--- config.mk ---
export PLATFORM = sky130hd
export DESIGN_NAME = sort3_seq_ctrl
export DESIGN_NICKNAME = d
export VERILOG_FILES = /design/src/rtl/sort3_pkg.sv /design/src/rtl/sort3_cmp_swap.sv /design/src/rtl/sort3_seq_ctrl.sv
export SDC_FILE = /design/constraint.sdc
export NUM_CORES = 1
export LEC_CHECK = 0
export BUFFER_PORTS_ARGS = -buffer_cell sky130_fd_sc_hd__buf_2
export CORE_ASPECT_RATIO = 1.75
export CORE_MARGIN = 8
export CORE_UTILIZATION = 53
export CTS_CLUSTER_SIZE = 24
export DETAILED_ROUTE_END_ITERATION = 16
export PLACE_DENSITY = 0.86
export SETUP_SLACK_MARGIN = 0.4
export SLEW_MARGIN = 20
export SYNTH_ARGS = -nofsm -noshare
export SYNTH_HDL_FRONTEND = slang
export SYNTH_HIERARCHICAL = 1
export SYNTH_SLANG_ARGS = --single-unit
--- constraint.sdc ---
create_clock -name clk -period 4.1 [get_ports clk]
set_input_delay 0.82 -clock clk [delete_from_list [all_inputs] [get_ports clk]]
set_output_delay 0.82 -clock clk [all_outputs]
set_load 0.005 [all_outputs]
--- src/rtl/sort3_pkg.sv ---
// Shared definitions for the sequential 3-value sorter: default width,
// FSM state encoding and sort-direction constants.
package sort3_pkg;

    localparam int WIDTH_DEF = 8;

    // Binary state encoding for the sort controller.
    typedef enum logic [2:0] {
        ST_IDLE = 3'd0,
        ST_P01A = 3'd1,
        ST_P12  = 3'd2,
        ST_P01B = 3'd3,
        ST_DONE = 3'd4
    } state_t;

    localparam logic DIR_ASC  = 1'b0;
    localparam logic DIR_DESC = 1'b1;

endpackage

--- src/rtl/sort3_cmp_swap.sv ---
// Single compare-and-swap cell shared by all three sort passes.
// Equal operands never swap, which keeps the overall sort stable.
module sort3_cmp_swap
    import sort3_pkg::*;
#(
    parameter int WIDTH = WIDTH_DEF
) (
    input  logic [WIDTH-1:0] lo,
    input  logic [WIDTH-1:0] hi,
    input  logic             dir,
    output logic [WIDTH-1:0] out_lo,
    output logic [WIDTH-1:0] out_hi,
    output logic             swapped
);

    // Decide whether the pair is out of order for the requested direction.
    always_comb begin
        swapped = 1'b0;
        if (dir == DIR_DESC) begin
            swapped = (lo < hi);
        end else begin
            swapped = (lo > hi);
        end
    end

    assign out_lo = swapped ? hi : lo;
    assign out_hi = swapped ? lo : hi;

endmodule

--- src/rtl/sort3_seq_ctrl.sv ---
// Multi-cycle 3-value sorter: one compare-and-swap cell is reused over
// three passes (pair 0-1, pair 1-2, pair 0-1), giving a bubble sort of
// three elements with a 3-cycle latency.
//
// Handshakes: a transfer happens on a rising edge where valid and ready are
// both 1. in_ready is high only in IDLE; out_valid is high only in DONE,
// and W/X/Y/SWAPS stay stable until the edge where out_ready is seen.
// Both ready/valid outputs decode from state, so neither depends
// combinationally on in_valid or out_ready.
module sort3_seq_ctrl
    import sort3_pkg::*;
#(
    parameter int WIDTH = WIDTH_DEF
) (
    input  logic             clk,
    input  logic             rst_n,
    input  logic             in_valid,
    output logic             in_ready,
    input  logic [WIDTH-1:0] A,
    input  logic [WIDTH-1:0] B,
    input  logic [WIDTH-1:0] C,
    input  logic             DESC,
    output logic             out_valid,
    input  logic             out_ready,
    output logic [WIDTH-1:0] W,
    output logic [WIDTH-1:0] X,
    output logic [WIDTH-1:0] Y,
    output logic [1:0]       SWAPS
);

    state_t           state_q;
    state_t           state_d;
    logic [WIDTH-1:0] r0;
    logic [WIDTH-1:0] r1;
    logic [WIDTH-1:0] r2;
    logic             dir_q;
    logic [1:0]       swaps_q;

    logic [WIDTH-1:0] cs_lo;
    logic [WIDTH-1:0] cs_hi;
    logic [WIDTH-1:0] cs_out_lo;
    logic [WIDTH-1:0] cs_out_hi;
    logic             cs_swapped;

    // Route pair 1-2 into the shared cell during P12, pair 0-1 otherwise.
    always_comb begin
        cs_lo = r0;
        cs_hi = r1;
        if (state_q == ST_P12) begin
            cs_lo = r1;
            cs_hi = r2;
        end
    end

    sort3_cmp_swap #(
        .WIDTH (WIDTH)
    ) u_cmp_swap (
        .lo      (cs_lo),
        .hi      (cs_hi),
        .dir     (dir_q),
        .out_lo  (cs_out_lo),
        .out_hi  (cs_out_hi),
        .swapped (cs_swapped)
    );

    // State register.
    always_ff @(posedge clk or negedge rst_n) begin
        if (!rst_n) begin
            state_q <= ST_IDLE;
        end else begin
            state_q <= state_d;
        end
    end

    // Next-state sequencing through the three passes and the hold state.
    always_comb begin
        state_d = state_q;
        case (state_q)
            ST_IDLE: if (in_valid) state_d = ST_P01A;
            ST_P01A: state_d = ST_P12;
            ST_P12:  state_d = ST_P01B;
            ST_P01B: state_d = ST_DONE;
            ST_DONE: if (out_ready) state_d = ST_IDLE;
            default: state_d = ST_IDLE;
        endcase
    end

    // Operand load on accept, then write back the cell result each pass.
    always_ff @(posedge clk or negedge rst_n) begin
        if (!rst_n) begin
            r0      <= '0;
            r1      <= '0;
            r2      <= '0;
            dir_q   <= DIR_ASC;
            swaps_q <= 2'd0;
        end else begin
            case (state_q)
                ST_IDLE: begin
                    if (in_valid) begin
                        r0      <= A;
                        r1      <= B;
                        r2      <= C;
                        dir_q   <= DESC;
                        swaps_q <= 2'd0;
                    end
                end
                ST_P01A, ST_P01B: begin
                    r0      <= cs_out_lo;
                    r1      <= cs_out_hi;
                    swaps_q <= swaps_q + {1'b0, cs_swapped};
                end
                ST_P12: begin
                    r1      <= cs_out_lo;
                    r2      <= cs_out_hi;
                    swaps_q <= swaps_q + {1'b0, cs_swapped};
                end
                default: begin
                end
            endcase
        end
    end

    assign in_ready  = (state_q == ST_IDLE);
    assign out_valid = (state_q == ST_DONE);
    assign W         = r0;
    assign X         = r1;
    assign Y         = r2;
    assign SWAPS     = swaps_q;

endmodule

==> results.json, run 1 <==
{
  "syn-num-nets": 262,
  "status": "complete, no violations",
  "rows": 31,
  "drive_above_1_share_pct": 37.2,
  "finalCritPeriodShare_pct": 83.6,
  "nFillCells": 369,
  "ys_seq_area_share_pct": 33.9,
  "grt_start_max_net_pins": 31,
  "layout.cells.non_filler": 326,
  "slew_violations": 0,
  "cts_tree": "yes",
  "fp.dieArea_um2": 6590,
  "async_flop_share_pct": 100,
  "remaining_drc_errors": 0,
  "numPlacedInstances": 318,
  "fin_setup_tns_ns": 0,
  "netlist-cell-type-count": 38,
  "track_usage_pct": 18.2,
  "clock_sinks": 30,
  "synth_top_area_share_pct": 33.9,
  "grt_pass1_wl_um": 9470,
  "tightest_slew_ns": 0.870,
  "synth_area_per_cell_um2": 9.90,
  "ios": 57,
  "dieWidth_um": 64.9,
  "path_buf_inv": 2,
  "synth_top_cell_by_area": "dfrtp_1",
  "synth-seq-cells": 30,
  "synthTopCellsByArea": "dfrtp_1 (34%), mux2_2 (12%), mux2i_1 (6.8%)",
  "numCtsBuffers": 5,
  "cp_top_family": "multiplexers",
  "synth_edf_count": 0,
  "syn_inst": 224,
  "final-hold-violation-count": 0,
  "worstHoldPathType": "register to register",
  "wl_um": 5640,
  "rsz0062_at_grt": "false",
  "drv_cap": 0,
  "skew_ns": 0.00288,
  "nNetsFinal": 315,
  "critPathMaxFanout": 28,
  "slew_headroom_pct": 41.9,
  "initial_core_util_pct": 54.4,
  "layout_min_cycle_time_ns": 3.43,
  "cts_root_buffer": "clkbuf_8",
  "fmax_mhz": 292,
  "via_count": 1887,
  "overflow": 0,
  "diodes": 0,
  "stdcell_area_um2": 2580,
  "cts_buffer_depth": 2,
  "htreeDepth": 2,
  "crit_required_ns": 4.23,
  "critPathSlowestCell": "dfrtp_1",
  "antenna_found_initial": 0,
  "clk_latency_ns": 0.28,
  "wl_per_cell_um": 17.3,
  "worst_path_largest_cell_delay_ns": 0.41,
  "io_buffers": 56,
  "viasPerCell": 5.79,
  "worstSetupPathType": "register to register",
  "syn2layout_area_growth_pct": 16.6,
  "place.gp.congestion": 0.887,
  "dpl_cell_area_um2": 2500,
  "syn-cell-area_um2": 2220,
  "core-area_um2": 4070,
  "dr.pass1.iters": 4,
  "antenna_left": 0,
  "ys.flop_type": "dfrtp_1",
  "arrival_ns": 3.56,
  "yosys_warnings": 6,
  "dp_hpwl_um": 4250,
  "end_kind": "register",
  "crit_top_cell": "mux2_2",
  "grt_pass1_vias": 2027,
  "dr.first_iter.drc_count": 28,
  "cts.clk_slew.worst_paths_ns": 0.06,
  "die_y_um": 102,
  "path_cells": "nor3b_4 -> buf_12 -> mux2_2 -> ha_1 -> nand4_1 -> nand2b_1 -> a211oi_1 -> a211o_1 -> buf_4 -> mux2_2 -> and3b_1 -> a21oi_1 -> a41oi_1",
  "start_kind": "register",
  "setup_viol": 0
}
==> kinds of logic (layout without fill, tap and decap cells) <==
family | count (synthesis) | in the layout | synth area share, %
and+or+nand+nor | 52 | 52 | 12.5
muxes | 48 | 48 | 25.1
buffers and inverters | 30 | 83 | 7.68
xor gates and xnor gates | 1 | 1 | 0.395
adders and majority gates | 9 | 9 | 5.08
AOI/OAI and AO/OA | 54 | 54 | 15.5
DFF | 30 | 30 | 33.9
==> worst reg2reg max path, stage by stage (launching register included) <==
cell and delay, ns:
dfrtp_1 0.41, nor3b_4 0.25, buf_12 0.21, mux2_2 0.40
ha_1 0.32, nand4_1 0.13, nand2b_1 0.17, a211oi_1 0.23
a211o_1 0.16, buf_4 0.19, mux2_2 0.37, and3b_1 0.18
a21oi_1 0.13, a41oi_1 0.14
==> repair_timing <==
action,4_1_cts,5_1_grt
endpoints found under the hold margin,0,0
resized for setup,0,0
setup buffers,0,1
endpoints found under the setup margin,0,4
hold buffers,0,0
==> stage by stage <==
stage / hold slack (ns) / setup slack [ns] / utilization (%)
finish: 0.505 / 0.674 / 63.5
floorplan: 0.497 / 0.784 / -
detailed placement: 0.491 / 0.615 / 61.4
global route: 0.547 / 0.443 / 63.5
global placement: 0.480 / 0.739 / 61.4
CTS: 0.504 / 0.585 / 63.3
==> cell type report <==
type	instances	area (um2)	area share, %
clock buffer	7	76.3	2.95
inverter	13	48.8	1.89
multi-input combinational	164	1300	50.4
sequential	30	751	29.0
tap	49	61.3	2.37
timing repair buffer	63	345	13.4
==> synthesized netlist by cell type (2+ instances only) <==
cell,count
buf_6,3
o21ai_1,2
nand3_1,2
buf_2,2
clkbuf_1,10
nand3b_1,2
and3b_1,5
nand2_1,16
nand4_1,2
o21ai_0,8
o211ai_1,3
a211oi_1,3
a41oi_1,5
a21o_1,4
nand2b_1,2
nor3_1,5
mux2i_1,15
ha_1,9
inv_1,13
nor2_1,12
dfrtp_1,30
buf_12,2
a21oi_1,21
mux2_4,9
mux2_2,24
a2bb2oi_1,3
==> worst paths after layout <==
path | from | to | slack [ns] | cells past startpoint
max in group asynchronous | rst_n | W[7]$_DFFE_PN0P_ | 3.08 | 1
worst min-delay path | SWAPS[1]$_DFFE_PN0P_ | SWAPS[1]$_DFFE_PN0P_ | 0.50 | 1
min in group asynchronous | rst_n | W[5]$_DFFE_PN0P_ | 0.57 | 1
worst min register to register | SWAPS[1]$_DFFE_PN0P_ | SWAPS[1]$_DFFE_PN0P_ | 0.50 | 1
worst max-delay path | state_q[2]$_DFFE_PN0P_ | X[1]$_DFFE_PN0P_ | 0.67 | 13
worst max register to register | state_q[2]$_DFFE_PN0P_ | X[1]$_DFFE_PN0P_ | 0.67 | 13
==> state kept, by name, indices dropped and copies added (netlist names) <==
signal   count
W            8
X            8
Y            8
state_q      3
SWAPS        2
dir_q        1
==> cell usage in the layout (no fill, tap or decap), drive strengths merged, types with 7 or more instances in the layout <==
cell type | Yosys | layout
buf | 7 | 63
mux2 | 33 | 33
dfrtp | 30 | 30
a21oi | 21 | 21
nand2 | 16 | 16
mux2i | 15 | 15
inv | 13 | 13
nor2 | 12 | 12
o21ai | 10 | 10
ha | 9 | 9
clkbuf | 10 | 7
==> layer usage <==
layer	up-vias	track usage, %	wire [um]
li1	915	-	-
met1	906	16.8	2040
met2	47	34.4	3180
met3	19	4.65	240
met4	0	10.6	183
met5	-	0	0
Power of run 1 is not shown: default switching activity piles up to over one toggle a cycle in this logic, so the estimate is an artifact.
==> run 2, diff against run 1 <==
==> constraint.sdc (replaced) <==
create_clock -name clk -period 3.6 [get_ports clk]
set_input_delay 0.72 -clock clk [delete_from_list [all_inputs] [get_ports clk]]
set_output_delay 0.72 -clock clk [all_outputs]
set_load 0.005 [all_outputs]
==> run 2 against run 1 <==
  * Non-clock buffer count grew 15
  * First-iteration DRC count grew to 5.1 times the previous value
  * Global-route usage grew 1.4 points
  * Sequential cell count is the same
  * Die area is the same
  * Routed wire length grew 25%
  * Register-to-register slack lost 0.52 ns
  * Via count grew 14%
  * Critical endpoint is now X[3]$_DFFE_PN0P_
  * Highest routed layer unchanged
==> results.json, run 2 (synthesis gave the netlist of run 1 again) <==
{
  "status": "complete, no violations",
  "skew_ns": 0.00621,
  "drv_cap": 0,
  "final-hold-violation-count": 0,
  "critPathMaxFanout": 8,
  "start_kind": "register",
  "remaining_drc_errors": 0,
  "antenna_found_initial": 0,
  "wl_per_cell_um": 20.7,
  "fp.dieArea_um2": 6590,
  "dr.pass1.iters": 4,
  "dp_hpwl_um": 4150,
  "io_buffers": 56,
  "worst_path_largest_cell_delay_ns": 0.41,
  "dr.first_iter.drc_count": 144,
  "arrival_ns": 3.58,
  "layout_common_cells": "buf_2 (57), dfrtp_1 (30), mux2_4 (23), nand2_1 (16), mux2i_1 (15)",
  "initial_core_util_pct": 54.4,
  "layout_min_cycle_time_ns": 3.45,
  "slew_headroom_pct": 39.9,
  "wl_um": 7070,
  "rows": 31,
  "ios": 57,
  "numCtsBuffers": 5,
  "worstHoldPathType": "input pin to async pin",
  "cts_tree": "yes",
  "tightest_slew_ns": 0.900,
  "clock_sinks": 30,
  "path_buf_inv": 4,
  "fmax_mhz": 290,
  "setup_viol": 0,
  "diodes": 0,
  "crit_top_cell": "buf_6",
  "end_kind": "register",
  "die_y_um": 102,
  "crit_required_ns": 3.73,
  "holdBufCountCts": 0,
  "layout_commonest_cell": "buf_2",
  "nNetsFinal": 330,
  "cts_root_buffer": "clkbuf_8",
  "grt_start_max_net_pins": 31,
  "drive_above_1_share_pct": 49.8,
  "viasPerCell": 6.27,
  "worstSetupPathType": "register to register",
  "track_usage_pct": 19.6,
  "cts_buffer_depth": 2,
  "finalCritPeriodShare_pct": 95.8,
  "dieWidth_um": 64.9,
  "antenna_left": 0,
  "via_count": 2146,
  "slew_violations": 0,
  "cts.clk_slew.worst_paths_ns": 0.07,
  "rsz0062_at_grt": "true",
  "core-area_um2": 4070,
  "cp_top_family": "simple AND/OR/NAND/NOR gates",
  "place.gp.congestion": 0.862,
  "overflow": 0,
  "path_cells": "nor3b_4 -> buf_6 -> buf_12 -> mux2_4 -> inv_2 -> ha_4 -> nand4_1 -> nor2_1 -> nor3_1 -> a211o_1 -> buf_6 -> mux2_2 -> and3b_1 -> a21oi_2 -> a41oi_1",
  "clk_latency_ns": 0.29,
  "grt_pass1_vias": 2195,
  "htreeDepth": 2,
  "critPathSlowestCell": "dfrtp_1",
  "syn2layout_area_growth_pct": 33.5,
  "fin_setup_tns_ns": 0,
  "grt_pass1_wl_um": 10300
}
run 2: changes by cell type in the layout (fill, tap and decap cells not counted), sizes merged:
cell,delta
buf,+15
clkinv,+1
run 2: routing by layer:
metal	global-route usage, %	share of wire (%)
met1	19.6	35
met2	36.2	54
met3	5.20	6.9
met4	8.95	4.0
met5	0	0
run 2: timing repair:
item,CTS,global route
pin swaps,6,14
gates resized for setup,26,24
endpoints found under the setup margin,8,21
gates cloned,1,0
buffers inserted,11,3
run 2: stage by stage:
stage | utilization (%) | instances | hold slack, ns | instance area (um2) | worst slack, ns
after CTS | 69.6 | 339 | 0.494 | 2840 | 0.375
final | 72.7 | 342 | 0.478 | 2960 | 0.151
after global placement | 61.3 | 319 | 0.483 | 2500 | 0.330
after floorplan | - | 224 | 0.424 | 2230 | 0.416
after global routing | 72.7 | 342 | 0.522 | 2960 | 0.119
after detailed placement | 61.3 | 319 | 0.491 | 2500 | 0.188
run 2: layout make-up:
cell class              count  area, um2
multi-input cells         164       1520
fillers                   284       1110
flip-flops and latches     30        751
repair buffers             78        487
clock buffers               7       86.3
well taps                  49       61.3
inverters                  13       48.8
clock inverters             1       5.00
run 2: final timing paths:
path | startpoint | end | slack [ns] | cells past startpoint
worst max-delay path | state_q[2]$_DFFE_PN0P_ | X[3]$_DFFE_PN0P_ | 0.15 | 15
worst min-delay path | rst_n | Y[6]$_DFFE_PN0P_ | 0.48 | 1
worst max register to register | state_q[2]$_DFFE_PN0P_ | X[3]$_DFFE_PN0P_ | 0.15 | 15
worst min register to register | SWAPS[1]$_DFFE_PN0P_ | SWAPS[1]$_DFFE_PN0P_ | 0.50 | 1
max in group asynchronous | rst_n | state_q[2]$_DFFE_PN0P_ | 2.67 | 1
min in group clk | SWAPS[1]$_DFFE_PN0P_ | SWAPS[1]$_DFFE_PN0P_ | 0.50 | 1
run 2: worst reg2reg max path, cell delays in order (launching register included):
cell and delay, ns:
dfrtp_1 0.41, nor3b_4 0.28, buf_6 0.20, buf_12 0.12
mux2_4 0.33, inv_2 0.08, ha_4 0.21, nand4_1 0.19
nor2_1 0.10, nor3_1 0.23, a211o_1 0.20, buf_6 0.16
mux2_2 0.36, and3b_1 0.20, a21oi_2 0.10, a41oi_1 0.13
Power of run 2 is left out for the same reason.
